===== config.mk =====
export PLATFORM = sky130hd
export DESIGN_NAME = fadd_sched_81
export DESIGN_NICKNAME = d
export VERILOG_FILES = /design/src/rtl/fadd_sched_pkg_81.sv /design/src/rtl/fadd_sched_chk_81.sv /design/src/rtl/rr_arbiter_81.sv /design/src/rtl/fadd_sched_81.sv
export SDC_FILE = /design/constraint.sdc
export NUM_CORES = 1
export LEC_CHECK = 0
export ABC_CLOCK_PERIOD_IN_PS = 5400
export BUFFER_PORTS_ARGS = -buffer_cell sky130_fd_sc_hd__buf_4
export CAP_MARGIN = 5
export CORE_UTILIZATION = 30
export CTS_CLUSTER_DIAMETER = 50
export DETAILED_ROUTE_END_ITERATION = 7
export SYNTH_ARGS = -nofsm -noshare
export SYNTH_HDL_FRONTEND = slang
export SYNTH_SLANG_ARGS = --single-unit

===== constraint.sdc =====
create_clock -name clk81 -period 5.4 [get_ports clk81]
set_input_delay 0.27 -clock clk81 [delete_from_list [all_inputs] [get_ports clk81]]
set_output_delay 0.27 -clock clk81 [all_outputs]
set_load 0.05 [all_outputs]

===== src/rtl/fadd_sched_pkg_81.sv =====
// Shared types and helpers for the float-adder scheduler: operand width,
// zero constant, ID width helper and the in-flight tag record.
package fadd_sched_pkg_81;

    localparam int FP_W     = 32;
    localparam int TAG_ID_W = 8;

    localparam logic [FP_W-1:0] FP_ZERO = 32'h0000_0000;

    typedef struct packed {
        logic                valid;
        logic [TAG_ID_W-1:0] id;
    } tag_t;

    function automatic int id_width(input int n);
        return (n <= 1) ? 1 : $clog2(n);
    endfunction

endpackage


===== src/rtl/fadd_sched_chk_81.sv =====
// Simulation checker: a retire must never hit a requester whose
// outstanding count is already zero.
module fadd_sched_chk_81 #(
    parameter int N = 4
) (
    input logic         i_clk,
    input logic         i_rst_n,
    input logic [N-1:0] i_underflow
);

    // Sample the underflow flags each cycle outside reset.
    always_ff @(posedge i_clk) begin
        if (i_rst_n) begin
            assert (i_underflow == '0);
        end
    end

endmodule


===== src/rtl/rr_arbiter_81.sv =====
// Round-robin arbiter: the search starts at the pointer and wraps; the pointer
// moves one past the winner whenever the grant is accepted.
module rr_arbiter_81
    import fadd_sched_pkg_81::*;
#(
    parameter int N = 4,
    parameter int W = id_width(N)
) (
    input  logic         i_clk,
    input  logic         i_rst_n,
    input  logic [N-1:0] i_eligible,
    input  logic         i_accept,
    output logic [N-1:0] o_grant,
    output logic [W-1:0] o_win_id
);

    logic [W-1:0] r_ptr;
    logic [N-1:0] w_grant;
    logic [W-1:0] w_win;
    logic [W-1:0] w_idx;
    logic         w_found;
    logic         w_hit;

    // First eligible requester at or after the pointer wins.
    always_comb begin
        w_grant = '0;
        w_win   = '0;
        w_idx   = '0;
        w_found = 1'b0;
        w_hit   = 1'b0;
        for (int k = 0; k < N; k++) begin
            w_idx          = W'((int'(r_ptr) + k) % N);
            w_hit          = ~w_found & i_eligible[w_idx];
            w_grant[w_idx] = w_grant[w_idx] | w_hit;
            w_win          = w_hit ? w_idx : w_win;
            w_found        = w_found | w_hit;
        end
    end

    // Pointer register.
    always_ff @(posedge i_clk or negedge i_rst_n) begin
        if (!i_rst_n) begin
            r_ptr <= '0;
        end else if (i_accept) begin
            r_ptr <= W'((int'(w_win) + 1) % N);
        end else begin
            r_ptr <= r_ptr;
        end
    end

    assign o_grant  = w_grant;
    assign o_win_id = w_win;

endmodule


===== src/rtl/fadd_sched_81.sv =====
// Shares one fixed-latency pipelined float adder between NUM_REQ requesters
// with round-robin issue, per-requester in-flight limits and tagged responses.
module fadd_sched_81
    import fadd_sched_pkg_81::*;
#(
    parameter int NUM_REQ = 4,
    parameter int ADD_LAT = 3,
    parameter int MAX_OUT = 2
) (
    input  logic                          clk81,
    input  logic                          reset_81,
    input  logic [NUM_REQ-1:0]            req_valid_81,
    input  logic [32*NUM_REQ-1:0]         req_a_81,
    input  logic [32*NUM_REQ-1:0]         req_b_81,
    output logic [NUM_REQ-1:0]            req_ready_81,
    output logic [31:0]                   add_a81,
    output logic [31:0]                   add_b81,
    output logic                          add_reset_81,
    input  logic [31:0]                   add_result_81,
    output logic                          rsp_valid_81,
    output logic [id_width(NUM_REQ)-1:0]  rsp_id_81,
    output logic [31:0]                   rsp_result_81,
    output logic                          busy_81
);

    localparam int ID_W  = id_width(NUM_REQ);
    localparam int CNT_W = $clog2(MAX_OUT + 1);
    localparam logic [CNT_W-1:0] CNT_MAX = CNT_W'(MAX_OUT);

    logic [NUM_REQ-1:0] w_eligible;
    logic [NUM_REQ-1:0] w_grant;
    logic [NUM_REQ-1:0] w_retire;
    logic [NUM_REQ-1:0] w_underflow;
    logic [ID_W-1:0]    w_win;
    logic               w_xfer;
    logic [FP_W-1:0]    w_op_a;
    logic [FP_W-1:0]    w_op_b;
    logic               w_busy;

    logic [CNT_W-1:0]   r_out_cnt [NUM_REQ];
    tag_t               r_tag [ADD_LAT+1];
    logic [FP_W-1:0]    r_add_a;
    logic [FP_W-1:0]    r_add_b;
    logic               r_rsp_valid;
    logic [ID_W-1:0]    r_rsp_id;
    logic [FP_W-1:0]    r_rsp_result;

    // Eligibility is masked by reset so nothing is granted while held in reset.
    always_comb begin
        w_eligible  = '0;
        w_retire    = '0;
        w_underflow = '0;
        for (int i = 0; i < NUM_REQ; i++) begin
            w_eligible[i]  = reset_81 & req_valid_81[i] & (r_out_cnt[i] < CNT_MAX);
            w_retire[i]    = r_rsp_valid & (r_rsp_id == ID_W'(i));
            w_underflow[i] = w_retire[i] & (r_out_cnt[i] == '0);
        end
    end

    rr_arbiter_81 #(
        .N (NUM_REQ)
    ) u_arb (
        .i_clk      (clk81),
        .i_rst_n    (reset_81),
        .i_eligible (w_eligible),
        .i_accept   (w_xfer),
        .o_grant    (w_grant),
        .o_win_id   (w_win)
    );

    assign w_xfer = |w_grant;

    // Operand mux driven by the one-hot grant.
    always_comb begin
        w_op_a = FP_ZERO;
        w_op_b = FP_ZERO;
        for (int i = 0; i < NUM_REQ; i++) begin
            w_op_a = w_op_a | (req_a_81[32*i +: 32] & {FP_W{w_grant[i]}});
            w_op_b = w_op_b | (req_b_81[32*i +: 32] & {FP_W{w_grant[i]}});
        end
    end

    // Issue registers and tag pipeline; tag stage ADD_LAT lines up with the adder output.
    always_ff @(posedge clk81 or negedge reset_81) begin
        if (!reset_81) begin
            r_add_a <= FP_ZERO;
            r_add_b <= FP_ZERO;
            for (int j = 0; j <= ADD_LAT; j++) begin
                r_tag[j] <= '0;
            end
        end else begin
            if (w_xfer) begin
                r_add_a  <= w_op_a;
                r_add_b  <= w_op_b;
                r_tag[0] <= {1'b1, TAG_ID_W'(w_win)};
            end else begin
                r_add_a  <= FP_ZERO;
                r_add_b  <= FP_ZERO;
                r_tag[0] <= '0;
            end
            for (int j = 1; j <= ADD_LAT; j++) begin
                r_tag[j] <= r_tag[j-1];
            end
        end
    end

    // Registered response taken from the last tag stage and the adder result.
    always_ff @(posedge clk81 or negedge reset_81) begin
        if (!reset_81) begin
            r_rsp_valid  <= 1'b0;
            r_rsp_id     <= '0;
            r_rsp_result <= FP_ZERO;
        end else begin
            r_rsp_valid  <= r_tag[ADD_LAT].valid;
            r_rsp_id     <= ID_W'(r_tag[ADD_LAT].id);
            r_rsp_result <= r_tag[ADD_LAT].valid ? add_result_81 : FP_ZERO;
        end
    end

    // Outstanding counters: issue and retire on the same ID cancel out.
    always_ff @(posedge clk81 or negedge reset_81) begin
        if (!reset_81) begin
            for (int i = 0; i < NUM_REQ; i++) begin
                r_out_cnt[i] <= '0;
            end
        end else begin
            for (int i = 0; i < NUM_REQ; i++) begin
                case ({w_grant[i], w_retire[i]})
                    2'b10:   r_out_cnt[i] <= (r_out_cnt[i] < CNT_MAX) ? r_out_cnt[i] + CNT_W'(1) : r_out_cnt[i];
                    2'b01:   r_out_cnt[i] <= (r_out_cnt[i] != '0) ? r_out_cnt[i] - CNT_W'(1) : r_out_cnt[i];
                    default: r_out_cnt[i] <= r_out_cnt[i];
                endcase
            end
        end
    end

    // An operation counts as in flight until its response cycle ends.
    always_comb begin
        w_busy = r_rsp_valid;
        for (int j = 0; j <= ADD_LAT; j++) begin
            w_busy = w_busy | r_tag[j].valid;
        end
    end

    fadd_sched_chk_81 #(
        .N (NUM_REQ)
    ) u_chk (
        .i_clk       (clk81),
        .i_rst_n     (reset_81),
        .i_underflow (w_underflow)
    );

    assign req_ready_81  = w_grant;
    assign add_a81       = r_add_a;
    assign add_b81       = r_add_b;
    assign add_reset_81  = ~reset_81;
    assign rsp_valid_81  = r_rsp_valid;
    assign rsp_id_81     = r_rsp_id;
    assign rsp_result_81 = r_rsp_result;
    assign busy_81       = w_busy;

endmodule


# Word-level counts from Yosys, hierarchy flattened
# Index checks and enable logic that the tools add are counted.
# classes
eq_ne	19
n_mux	47
addsub	12
n_reduce_logical	18
bitwise	44
n_lt_le_gt_ge	12
# ops
op	count
32-bit bitwise AND	8
32-bit bitwise OR	6
32-bit 2-to-1 mux	3
2-bit 2-to-1 mux	12
1-bit binary-select mux with 2-bit select	8
2-bit != test (second input constant)	8
2-bit case mux with 2 select lines	4
2-bit nonzero test	8
1-bit bitwise AND	15
2-bit by 1-bit adder with 2-bit output (second input constant)	6
4-bit bitwise mux	3
2-bit equality test (second input constant)	6
2-bit by 3-bit less-than comparator with 1-bit output (second input constant)	4
1-bit 2-to-1 mux	12
3-bit AND reduction	4
2-bit by 1-bit equality test with 1-bit output (second input constant)	5
1-bit bitwise OR	10
9-bit 2-to-1 mux	1
1-bit demux with 2-bit select	4
2-bit by 1-bit greater-or-equal comparator with 1-bit output (second input constant)	4
2-bit less-than comparator (second input constant)	4
2-bit by 1-bit subtractor with 2-bit output (second input constant)	4
2-bit adder (second input constant)	2
4-bit bitwise AND	1
4 further kinds	10
# totals
reg_bits	121
output_inout_bits	105
elab_cells	170

# Logic depth before layout (Yosys ltp)
# Gate-level depths: netlist (run 1).
# logic_depth
ltp_word	23
mapped_depth	19
depth_no_buf	16

# Modules after synthesis
# Synthesis (run 1) repeated with hierarchy kept, for this count alone.
# hier_totals
cells_unflattened	549
hier_area_um2	5920.7
# modules_own_cells
module	n_inst	area_per_inst_um2	cells_each
fadd_sched_81	1	5112.4	445
rr_arbiter_81	1	808.3	104

# Least setup slack after synthesis (run 1)
# OpenSTA, ideal clock, no wires.
# synth_timing
path_type	flip-flop to flip-flop
startpoint	reg u_arb.r_ptr[0]
endpoint	reg r_out_cnt[2] in the netlist's numbering
arrival_ps	4682
slack_ps	594
required_time_ps	5275
synth_period_minus_slack_ps	4806
path_buffers	2
setup_ps	125
stages_incl_launch_ff	17
cell_sequence	dfrtp_1 buf_2 clkinv_1 ha_1 clkbuf_1 a21oi_1 o221ai_1 a21oi_4 o22ai_1 a31o_2 o311a_1 o221ai_4 nor2_1 a21oi_1 ha_1 a21oi_1 mux2_2
# synth_between
elab_chain_len	20
elab_cells_between_ends	62
cone_classes	3 x add/sub; 8 x order compare; 4 x eq/ne; 28 x mux; 13 x bitwise; 6 x reduce/logical
# synth_rtl
item	line_no	rtl
start: declaration	rr_arbiter_81.sv:17	logic [W-1:0] r_ptr;
start signal: assignment	rr_arbiter_81.sv:45	r_ptr <= W'((int'(w_win) + 1) % N);
start signal: assignment	rr_arbiter_81.sv:47	r_ptr <= r_ptr;
2-bit by 3-bit less-than comparator with 1-bit output (implied by the code) or 2-bit by 1-bit greater-or-equal comparator with 1-bit output (tied branches)	rr_arbiter_81.sv:34	w_grant[w_idx] = w_grant[w_idx] | w_hit;
1-bit logical AND (implied by the code)	rr_arbiter_81.sv:34	
1-bit 2-to-1 mux (implied by the code)	rr_arbiter_81.sv:34	
1-bit demux with 2-bit select	-	
4-bit bitwise AND (no line)	-	
1-bit binary-select mux with 2-bit select	rr_arbiter_81.sv:34	
1-bit 2-to-1 mux (implied by the code)	rr_arbiter_81.sv:34	
1-bit bitwise OR	rr_arbiter_81.sv:34	
[5 not listed]	-	
1-bit binary-select mux with 2-bit select	rr_arbiter_81.sv:34	
1-bit 2-to-1 mux (implied by the code)	rr_arbiter_81.sv:34	
1-bit bitwise OR	rr_arbiter_81.sv:34	
4-bit bitwise mux (*)	rr_arbiter_81.sv:34	
named net req_ready_81[2]	fadd_sched_81.sv:15	output logic [NUM_REQ-1:0] req_ready_81,
2-bit by 1-bit equality test with 1-bit output or 2-bit equality test (tied branches)	fadd_sched_81.sv:128	case ({w_grant[i], w_retire[i]})
2-bit != test (no line) or 2-bit nonzero test (tied branches)	-	
3-bit AND reduction (no line)	-	
end signal: indexed assignment	fadd_sched_81.sv:129	2'b10: r_out_cnt[i] <= (r_out_cnt[i] < CNT_MAX) ? r_out_cnt[i] + CNT_W'(1) : r_out_cnt[i];
end signal: indexed assignment	fadd_sched_81.sv:130	2'b01: r_out_cnt[i] <= (r_out_cnt[i] != '0) ? r_out_cnt[i] - CNT_W'(1) : r_out_cnt[i];
end signal: indexed assignment	fadd_sched_81.sv:131	default: r_out_cnt[i] <= r_out_cnt[i];
end: declaration	fadd_sched_81.sv:40	logic [CNT_W-1:0] r_out_cnt [NUM_REQ];
# The timed path passes the listed nets; every way through them passes the cells marked *. The select of a mux whose other input is x is not followed.
# A chain may end at the register's enable or synchronous reset.

# Worst setup path in the final report (run 1)
# layout_timing
startpoint	reg u_arb.r_ptr[1]
endpoint	reg r_out_cnt[0] in the netlist's numbering
# layout_between
elab_chain_len	20
elab_cells_between_ends	62
cone_classes	3 x add/sub; 8 x order compare; 4 x eq/ne; 28 x mux; 13 x bitwise; 6 x reduce/logical
# layout_rtl
item	line_no
2-bit by 3-bit less-than comparator with 1-bit output (implied by the code) or 2-bit by 1-bit greater-or-equal comparator with 1-bit output (tied branches)	rr_arbiter_81.sv:34
1-bit logical AND (implied by the code)	rr_arbiter_81.sv:34
1-bit 2-to-1 mux (implied by the code)	rr_arbiter_81.sv:34
1-bit demux with 2-bit select	-
4-bit bitwise AND (no line)	-
1-bit binary-select mux with 2-bit select	rr_arbiter_81.sv:34
1-bit 2-to-1 mux (implied by the code)	rr_arbiter_81.sv:34
1-bit bitwise OR	rr_arbiter_81.sv:34
[4 not listed]	-
4-bit bitwise mux	rr_arbiter_81.sv:34
1-bit binary-select mux with 2-bit select	rr_arbiter_81.sv:34
1-bit 2-to-1 mux (implied by the code)	rr_arbiter_81.sv:34
1-bit bitwise OR	rr_arbiter_81.sv:34
4-bit bitwise mux (*)	rr_arbiter_81.sv:34
2-bit by 1-bit equality test with 1-bit output or 2-bit equality test (tied branches)	fadd_sched_81.sv:128
2-bit != test (no line) or 2-bit nonzero test (tied branches)	-
3-bit AND reduction (no line)	-
# Every way passes the cells marked *; elsewhere a longest branch is shown, timed or not. The select of a mux whose other input is x is not followed.

==> impl_metrics.json, run 1 <==
{
  "tritoncts": "done",
  "synth.distinct_cells": 67,
  "core-area_sq_mm": 0.0228,
  "mostFrequentLayoutCells": "409 x buf_4, 128 x a222oi_1, 121 x dfrtp_1",
  "crit_chain": "inv_1 > ha_2 > mux4_2 > nor2b_1 > a211oi_1 > o21ai_1 > o22ai_1 > a31o_2 > o311a_1 > o221ai_4 > a21o_1 > ha_1 > nor2_1 > mux2_2 > a221o_1",
  "min_period_over_period": 0.852,
  "finalWorstPathRequiredPeriod_ns": 4.60,
  "final_nets": 1350,
  "avgSynthCellArea_sq_um": 10.4,
  "crit_slowest_cell": "mux4_2",
  "drcViolationCount": 3,
  "gp_congestion": 0.870,
  "ys_seq_area_frac": 0.431,
  "p_leak_nw": 4.92,
  "cts-buffers-inserted": 17,
  "fin_setup_tns_ns": 0,
  "via_per_inst": 5.88,
  "vias": 8064,
  "path_clk_slew_ns": 0.07,
  "root_buffer": "clkbuf_16",
  "syn_area_sq_mm": 0.00703,
  "layout.cells.non_filler": 1371,
  "cts_sinks": 121,
  "power_density_mw_per_mm2": 880,
  "initialDrtViolationCount": 1043,
  "drtPass1Iterations": 8,
  "grt-ovfl-total": 0,
  "relSlewSlack": 0.413,
  "yosys_warnings": 0,
  "cts_resized": 0,
  "synthCells": 677,
  "portBuffers": 398,
  "cp-end-kind": "flip-flop",
  "ys_dominant_reg_cell": "dfrtp_1",
  "hold_buffers": 1,
  "dp_hpwl_microns": 21500,
  "die_h_microns": 155,
  "slowest_delay_ns": 0.57,
  "worstPathRequired_ns": 5.69,
  "layout_commonest_cell": "buf_4",
  "track_usage": 0.252,
  "max-vdd-ir-drop_mv": 0.807,
  "grt_pass1_wl_microns": 46700,
  "drv_slew": 0,
  "cp_max_fo": 13,
  "area_growth_syn_to_layout_pct": 54.6,
  "dpl.cell_count": 1337,
  "synth-seq-cells": 121,
  "tightestPinTransition_ns": 0.881,
  "grt_max_degree": 66,
  "grt_pass1_vias": 8158,
  "p_total_mw": 9.56,
  "cts_buffer_depth": 2,
  "h-tree-depth": 4,
  "post_cts_buffers": 0,
  "rsz0062_at_grt": "false",
  "drv_cap": 0,
  "fill_cells": 2195,
  "status": "finished, violations left",
  "antenna_found_initial": 1,
  "start_kind": "flip-flop",
  "hold_viol": 0,
  "chipWidth_microns": 155,
  "worstPathBufferInverterCount": 1,
  "ant_nets": 0,
  "row_count": 55,
  "finalSetupViolCount": 0,
  "syn-num-nets": 983,
  "whs_ns": 0.0602,
  "dieArea_sq_mm": 0.0240,
  "drive_gt1_frac": 0.451,
  "wirelength_microns": 31000,
  "wl_per_cell_microns": 22.6,
  "violations": "DRC",
  "worstSetupPathType": "flip-flop to flip-flop",
  "start_util": 0.308,
  "max_freq_mhz": 217,
  "clock_latency_ns": 0.42,
  "synth_edf_count": 0,
  "synthArstFlopShare": 1.00,
  "critPathArrivalTime_ns": 4.89,
  "fin_skew_ns": 0.0140,
  "ios": 399,
  "cpLargestDelayFamily": "compound AO/OA/AOI/OAI gates",
  "hp-class": "input port to flip-flop"
}
worst paths after layout:
| check | from | end | depth (start not counted) | slack [ns] |
|---|---|---|---|---|
| hold / removal | add_result_81[26] | rsp_result_81[26] | 2 | 0.06 |
| hold reg to reg | r_tag[10] | r_tag[1] | 0 | 0.35 |
| min in group asynchronous | reset_81 | add_a81[10] | 2 | 0.32 |
| setup reg to reg | u_arb.r_ptr[1] | r_out_cnt[0] | 15 | 0.80 |
| setup / recovery | u_arb.r_ptr[1] | r_out_cnt[0] | 15 | 0.80 |
| max in group asynchronous | reset_81 | add_b81[23] | 4 | 3.43 |
final cells by class:
cell class	instances	area (sq um)	area share
Tap cell	313	392	0.0361
Inverter	19	73.8	0.00680
Multi-Input combinational cell	473	3660	0.337
Clock buffer	17	425	0.0392
Antenna cell	1	2.50	0.000230
Clock inverter	15	168	0.0154
Sequential cell	121	3030	0.279
Timing Repair Buffer	412	3110	0.287
registers in the layout (all words and copies together) (netlist names):
name / flops
add_a81: 32
u_arb.r_ptr: 2
rsp_id_81: 2
rsp_result_81: 32
r_tag: 12
rsp_valid_81: 1
add_b81: 32
r_out_cnt: 8
report_power, final:
| part | internal, mW | switching (mW) |
|---|---|---|
| Sequential | 1.36 | 0.197 |
| Combinational | 2.43 | 4.39 |
| Clock | 0.663 | 0.510 |
| Total | 4.45 | 5.10 |
per-layer routing:
metal,global-route usage,share of wire,up-vias
met4,0.108,0.027,0
li1,-,-,3544
met3,0.0699,0.10,60
met5,0,0,-
met2,0.410,0.47,540
met1,0.312,0.40,3920
worst register-to-register path, delay by kind of cell, from the launching register on:
family                   cells  cell delay, ns
AO/OA/AOI/OAI                8            1.79
adder cells (fa/ha/maj)      2            0.88
buffers and inverters        1            0.23
flip-flops                   1            0.54
multiplexers                 2            0.83
AND/OR/NAND/NOR              2            0.22
kinds of logic after synthesis:
group / count (synthesis) / share of synthesized area
DFF: 121 / 0.431
buffers and inverters: 83 / 0.0561
adders and majority gates: 12 / 0.0214
xor gates and xnor gates: 1 / 0.00125
muxes: 7 / 0.0137
and+or+nand+nor: 115 / 0.0928
AOI/OAI and AO/OA: 338 / 0.384
stage by stage:
step                      setup slack, ns   util  cell area (sq um)
after floorplan                     0.594      -               7030
after global placement              0.931  0.450              10300
after detailed placement            0.884  0.450              10300
after CTS                           0.821  0.477              10900
after global routing                0.529  0.477              10900
final                               0.801  0.477              10900
cell usage after synthesis, drive strengths merged, types with 7 or more instances:
cell type	instances	area, sq um
a222oi	128	1280
buf	31	196
a21boi	65	488
nor2	26	100
inv	18	70.1
clkbuf	33	124
and2	34	215
dfrtp	121	3030
a21oi	24	146
ha	12	150
nor3	10	55.1
a21o	7	52.6
nand2	13	48.8
o21ai	76	380
Note: power is estimated with default switching activity, not from simulation.
==> run 2, diff against run 1 <==
--- a/config.mk
+++ b/config.mk
@@ -9,3 +9,4 @@
 export BUFFER_PORTS_ARGS = -buffer_cell sky130_fd_sc_hd__buf_4
-export CAP_MARGIN = 5
+export CAP_MARGIN = 20
+export CORE_MARGIN = 3
 export CORE_UTILIZATION = 30
==> constraint.sdc (replaced) <==
create_clock -name clk81 -period 5.4 [get_ports clk81]
set_input_delay 0.81 -clock clk81 [delete_from_list [all_inputs] [get_ports clk81]]
set_output_delay 0.81 -clock clk81 [all_outputs]
set_load 0.05 [all_outputs]
==> impl_metrics.json, run 2 (synthesis gave the netlist of run 1 again) <==
{
  "path_clk_slew_ns": 0.06,
  "root_buffer": "clkbuf_16",
  "crit_chain": "inv_1 > ha_2 > mux4_2 > nor2b_1 > a211oi_1 > o21ai_1 > o22ai_1 > a31o_2 > o311a_1 > o221ai_4 > a21o_1 > buf_4",
  "dp_hpwl_microns": 22500,
  "hold_viol": 0,
  "finalWorstPathRequiredPeriod_ns": 4.98,
  "h-tree-depth": 4,
  "rsz0062_at_grt": "false",
  "power_density_mw_per_mm2": 874,
  "finalWorstSetupSlack_ns": 0.421,
  "rrSetupSlack_ns": 0.79,
  "cts_sinks": 121,
  "cts_buffer_depth": 2,
  "crit_path_start": "u_arb.r_ptr[1]",
  "ios": 399,
  "hp-class": "input port to asynchronous set/reset pin",
  "cts-buffers-inserted": 17,
  "min_period_over_period": 0.922,
  "gp_congestion": 0.920,
  "fill_cells": 2211,
  "drv_slew": 0,
  "grt_pass1_wl_microns": 47200,
  "r2r_start": "u_arb.r_ptr[1]",
  "antenna_found_initial": 0,
  "final_nets": 1350,
  "violations": "DRC",
  "crit_slowest_cell": "mux4_2",
  "clock_latency_ns": 0.42,
  "cp_max_fo": 13,
  "critPathArrivalTime_ns": 4.17,
  "hold_buffers": 0,
  "area_growth_syn_to_layout_pct": 54.1,
  "initialDrtViolationCount": 1344,
  "layout_commonest_cell": "buf_4",
  "start_util": 0.308,
  "tightestPinTransition_ns": 0.936,
  "portBuffers": 398,
  "track_usage": 0.236,
  "die_h_microns": 159,
  "finalSetupViolCount": 0,
  "post_cts_buffers": 0,
  "max-vdd-ir-drop_mv": 0.771,
  "drcViolationCount": 1,
  "drive_gt1_frac": 0.452,
  "relSlewSlack": 0.376,
  "seq_area_sq_mm": 0.00303,
  "wirelength_microns": 31600,
  "antennaDiodeCount": 0,
  "multi_input_area_sq_mm": 0.00365,
  "dieArea_sq_mm": 0.0253,
  "p_leak_nw": 4.91,
  "cts_resized": 0,
  "ant_nets": 0,
  "drtPass1Iterations": 8,
  "mostFrequentLayoutCells": "410 x buf_4, 128 x a222oi_1, 121 x dfrtp_1",
  "row_count": 55,
  "fin_setup_tns_ns": 0,
  "reg2reg_depth": 15,
  "cp-end-kind": "output pin",
  "slowest_delay_ns": 0.56,
  "wl_per_cell_microns": 23.0,
  "chipWidth_microns": 159,
  "vias": 8081,
  "max_freq_mhz": 201,
  "via_per_inst": 5.90,
  "worstSetupPathType": "flip-flop to output pin",
  "drv_cap": 0,
  "worstPathRequired_ns": 4.59,
  "status": "finished, violations left",
  "tritoncts": "done",
  "grt-ovfl-total": 0,
  "grt_pass1_vias": 7858,
  "dp_slack_ns": 0.840,
  "start_kind": "flip-flop",
  "reg2reg_to": "r_out_cnt[0]",
  "grt_max_degree": 71,
  "core-area_sq_mm": 0.0228,
  "fin_skew_ns": 0.0131
}
[run 2: changes by cell type in the layout (fill, tap and decap cells not counted)]
cell	change
clkinvlp_4	+1
a32o_4	-1
buf_4	+1
dlygate4sd3_1	-1
clkinv_8	+1
diode_2	-1
clkinv_4	+1
bufinv_16	-1
inv_6	-1
a32o_2	+1
inv_8	-1
[run 2: final cells by class]
type,instances,area share
multi-input cells,473,0.337
clock inverters,15,0.0139
repair buffers,412,0.287
clock buffers,17,0.0393
flip-flops and latches,121,0.280
inverters,19,0.00682
well taps,313,0.0362
[run 2: critical path: cells and delay by family (launching register included)]
family | cells | cell delay [ns]
AND/OR/NAND/NOR | 1 | 0.15
multiplexers | 1 | 0.56
adder cells (fa/ha/maj) | 1 | 0.53
AO/OA/AOI/OAI | 7 | 1.53
flip-flops | 1 | 0.54
buffers and inverters | 2 | 0.42
[run 2: through the flow]
| step | cells | hold slack, ns | total power, mW | cell area, sq um | util |
|---|---|---|---|---|---|
| 3_3_place_gp | 1338 | 0.333 | 8.30 | 10300 | 0.449 |
| 6_report | 1370 | 0.232 | 9.46 | 10800 | 0.474 |
| 2_1_floorplan | 677 | 0.331 | 6.55 | 7030 | - |
| 3_5_place_dp | 1338 | 0.335 | 8.34 | 10300 | 0.449 |
| 4_1_cts | 1370 | 0.212 | 9.50 | 10800 | 0.474 |
| 5_1_grt | 1370 | 0.221 | 10.1 | 10800 | 0.474 |
[run 2: worst max-delay path by stage]
stage | end | slack, ns | depth (start not counted)
detailed placement | r_out_cnt[0] | 0.84 | 15
floorplan | r_out_cnt[2] | 0.59 | 16
CTS | req_ready_81[2] | 0.41 | 13
global placement | r_out_cnt[0] | 0.90 | 15
global route | req_ready_81[2] | 0.05 | 13
finish | req_ready_81[1] | 0.42 | 12
[run 2: metal layers]
layer	global-route usage	part of all wire	vias up
met5	0	0	-
met4	0.0657	0.020	0
met3	0.0710	0.10	40
met2	0.398	0.49	540
met1	0.293	0.39	3952
li1	-	-	3549
[run 2: report_power, final]
group,switching [mW],internal (mW)
logic,4.34,2.42
clock network,0.505,0.615
registers,0.212,1.37
total,5.06,4.40
==> run 3, diff against run 2 <==
ABC_CLOCK_PERIOD_IN_PS = 4800   (was 5400)
clock period = 4.8 ns   (was 5.4 ns; I/O delays follow)
==> impl_metrics.json, run 3 (synthesis gave the netlist of run 1 again) <==
{
  "wl_per_cell_microns": 22.7,
  "cts_buffer_depth": 2,
  "tightestPinTransition_ns": 0.832,
  "max_freq_mhz": 222,
  "tritoncts": "done",
  "start_kind": "flip-flop",
  "antenna_found_initial": 1,
  "p_leak_nw": 4.99,
  "worstPathRequired_ns": 4.08,
  "post_cts_buffers": 0,
  "die_h_microns": 159,
  "cts_resized": 0,
  "dp_slack_ns": 0.502,
  "violations": "DRC",
  "track_usage": 0.235,
  "drv_cap": 0,
  "dp_hpwl_microns": 22200,
  "hp-class": "input port to asynchronous set/reset pin",
  "grt_pass1_vias": 8061,
  "finalSetupViolCount": 0,
  "drv_slew": 0,
  "relSlewSlack": 0.445,
  "root_buffer": "clkbuf_16",
  "gp_congestion": 0.902,
  "reg2reg_depth": 15,
  "drive_gt1_frac": 0.457,
  "grt-ovfl-total": 0,
  "worstSetupPathType": "flip-flop to output pin",
  "layout_commonest_cell": "buf_4",
  "finalWorstSetupSlack_ns": 0.291,
  "p_total_mw": 11.0,
  "clock_latency_ns": 0.42,
  "rsz0062_at_grt": "false",
  "vias": 8022,
  "max-vdd-ir-drop_mv": 0.665,
  "portBuffers": 398,
  "wirelength_microns": 31300,
  "core-area_sq_mm": 0.0228,
  "hold_viol": 0,
  "path_clk_slew_ns": 0.06,
  "ant_nets": 0,
  "fin_setup_tns_ns": 0,
  "status": "finished, violations left",
  "cts_sinks": 121,
  "row_count": 55,
  "final_util": 0.480,
  "drtPass1Iterations": 8,
  "ios": 399,
  "h-tree-depth": 4,
  "chipWidth_microns": 159,
  "final_nets": 1358,
  "min_period_over_period": 0.939,
  "area_growth_syn_to_layout_pct": 56.2,
  "grt_max_degree": 120,
  "critPathArrivalTime_ns": 3.79,
  "cp_max_fo": 13,
  "finalWorstPathRequiredPeriod_ns": 4.51,
  "via_per_inst": 5.82,
  "dieArea_sq_mm": 0.0253,
  "mostFrequentLayoutCells": "415 x buf_4, 128 x a222oi_1, 121 x dfrtp_1",
  "initialDrtViolationCount": 1400,
  "fin_skew_ns": 0.0164,
  "cp-end-kind": "output pin",
  "layout.cells.non_filler": 1379,
  "drcViolationCount": 26,
  "grt_pass1_wl_microns": 47400,
  "power_density_mw_per_mm2": 999,
  "start_util": 0.308,
  "cts-buffers-inserted": 17,
  "dpl.cell_count": 1346,
  "fill_cells": 2163,
  "hold_buffers": 0
}
run 3: cell count changes in the layout (fill, tap and decap cells not counted), moves of 2 or more:
cell | before | now
buf_12 | 1 | 4
buf_4 | 410 | 415
bufinv_16 | 0 | 2
clkinv_2 | 0 | 2
clkinvlp_4 | 3 | 0
run 3: report_power, final:
group	internal, mW	switching [mW]
clock	0.789	0.550
sequential	1.53	0.213
combinational	2.89	4.99
run 3: final timing paths:
check                               startpoint              end  slack (ns)
worst max-delay path            u_arb.r_ptr[1]  req_ready_81[1]        0.29
worst min register to register       r_tag[10]         r_tag[1]        0.35
min in group clk81                   r_tag[10]         r_tag[1]        0.35
worst min-delay path                  reset_81   u_arb.r_ptr[0]        0.11
worst max register to register  u_arb.r_ptr[1]     r_out_cnt[0]        0.59
max in group asynchronous             reset_81       add_a81[3]        3.81
run 3: cell type report:
cell class | instances | area, sq um | share of cell area
Sequential cell | 121 | 3030 | 0.276
Tap cell | 313 | 392 | 0.0357
Antenna cell | 1 | 2.50 | 0.000228
Clock buffer | 17 | 425 | 0.0388
Inverter | 19 | 73.8 | 0.00673
Timing Repair Buffer | 420 | 3210 | 0.292
Clock inverter | 15 | 179 | 0.0163
Multi-Input combinational cell | 473 | 3660 | 0.334
run 3: layer usage:
metal | GRT usage | vias up | part of all wire
met3 | 0.0676 | 61 | 0.10
met2 | 0.393 | 549 | 0.47
li1 | - | 3560 | -
met4 | 0.0852 | 0 | 0.030
met1 | 0.290 | 3852 | 0.40
met5 | 0 | - | 0
run 3: through the flow:
step | area (sq um) | hold WS, ns
after global placement | 10400 | 0.332
after floorplan | 7030 | 0.331
after detailed placement | 10400 | 0.340
after CTS | 11000 | 0.0807
final | 11000 | 0.109
after global routing | 11000 | 0.0850
run 3: critical path: stages (launching register included):
cell,delay (ns)
dfrtp_1,0.34
inv_1,0.15
ha_4,0.40
mux4_2,0.54
nor2b_1,0.15
a211oi_1,0.22
o21ai_1,0.14
o22ai_1,0.29
a31o_2,0.28
o311a_1,0.23
o221ai_4,0.18
a21o_1,0.26
buf_4,0.21
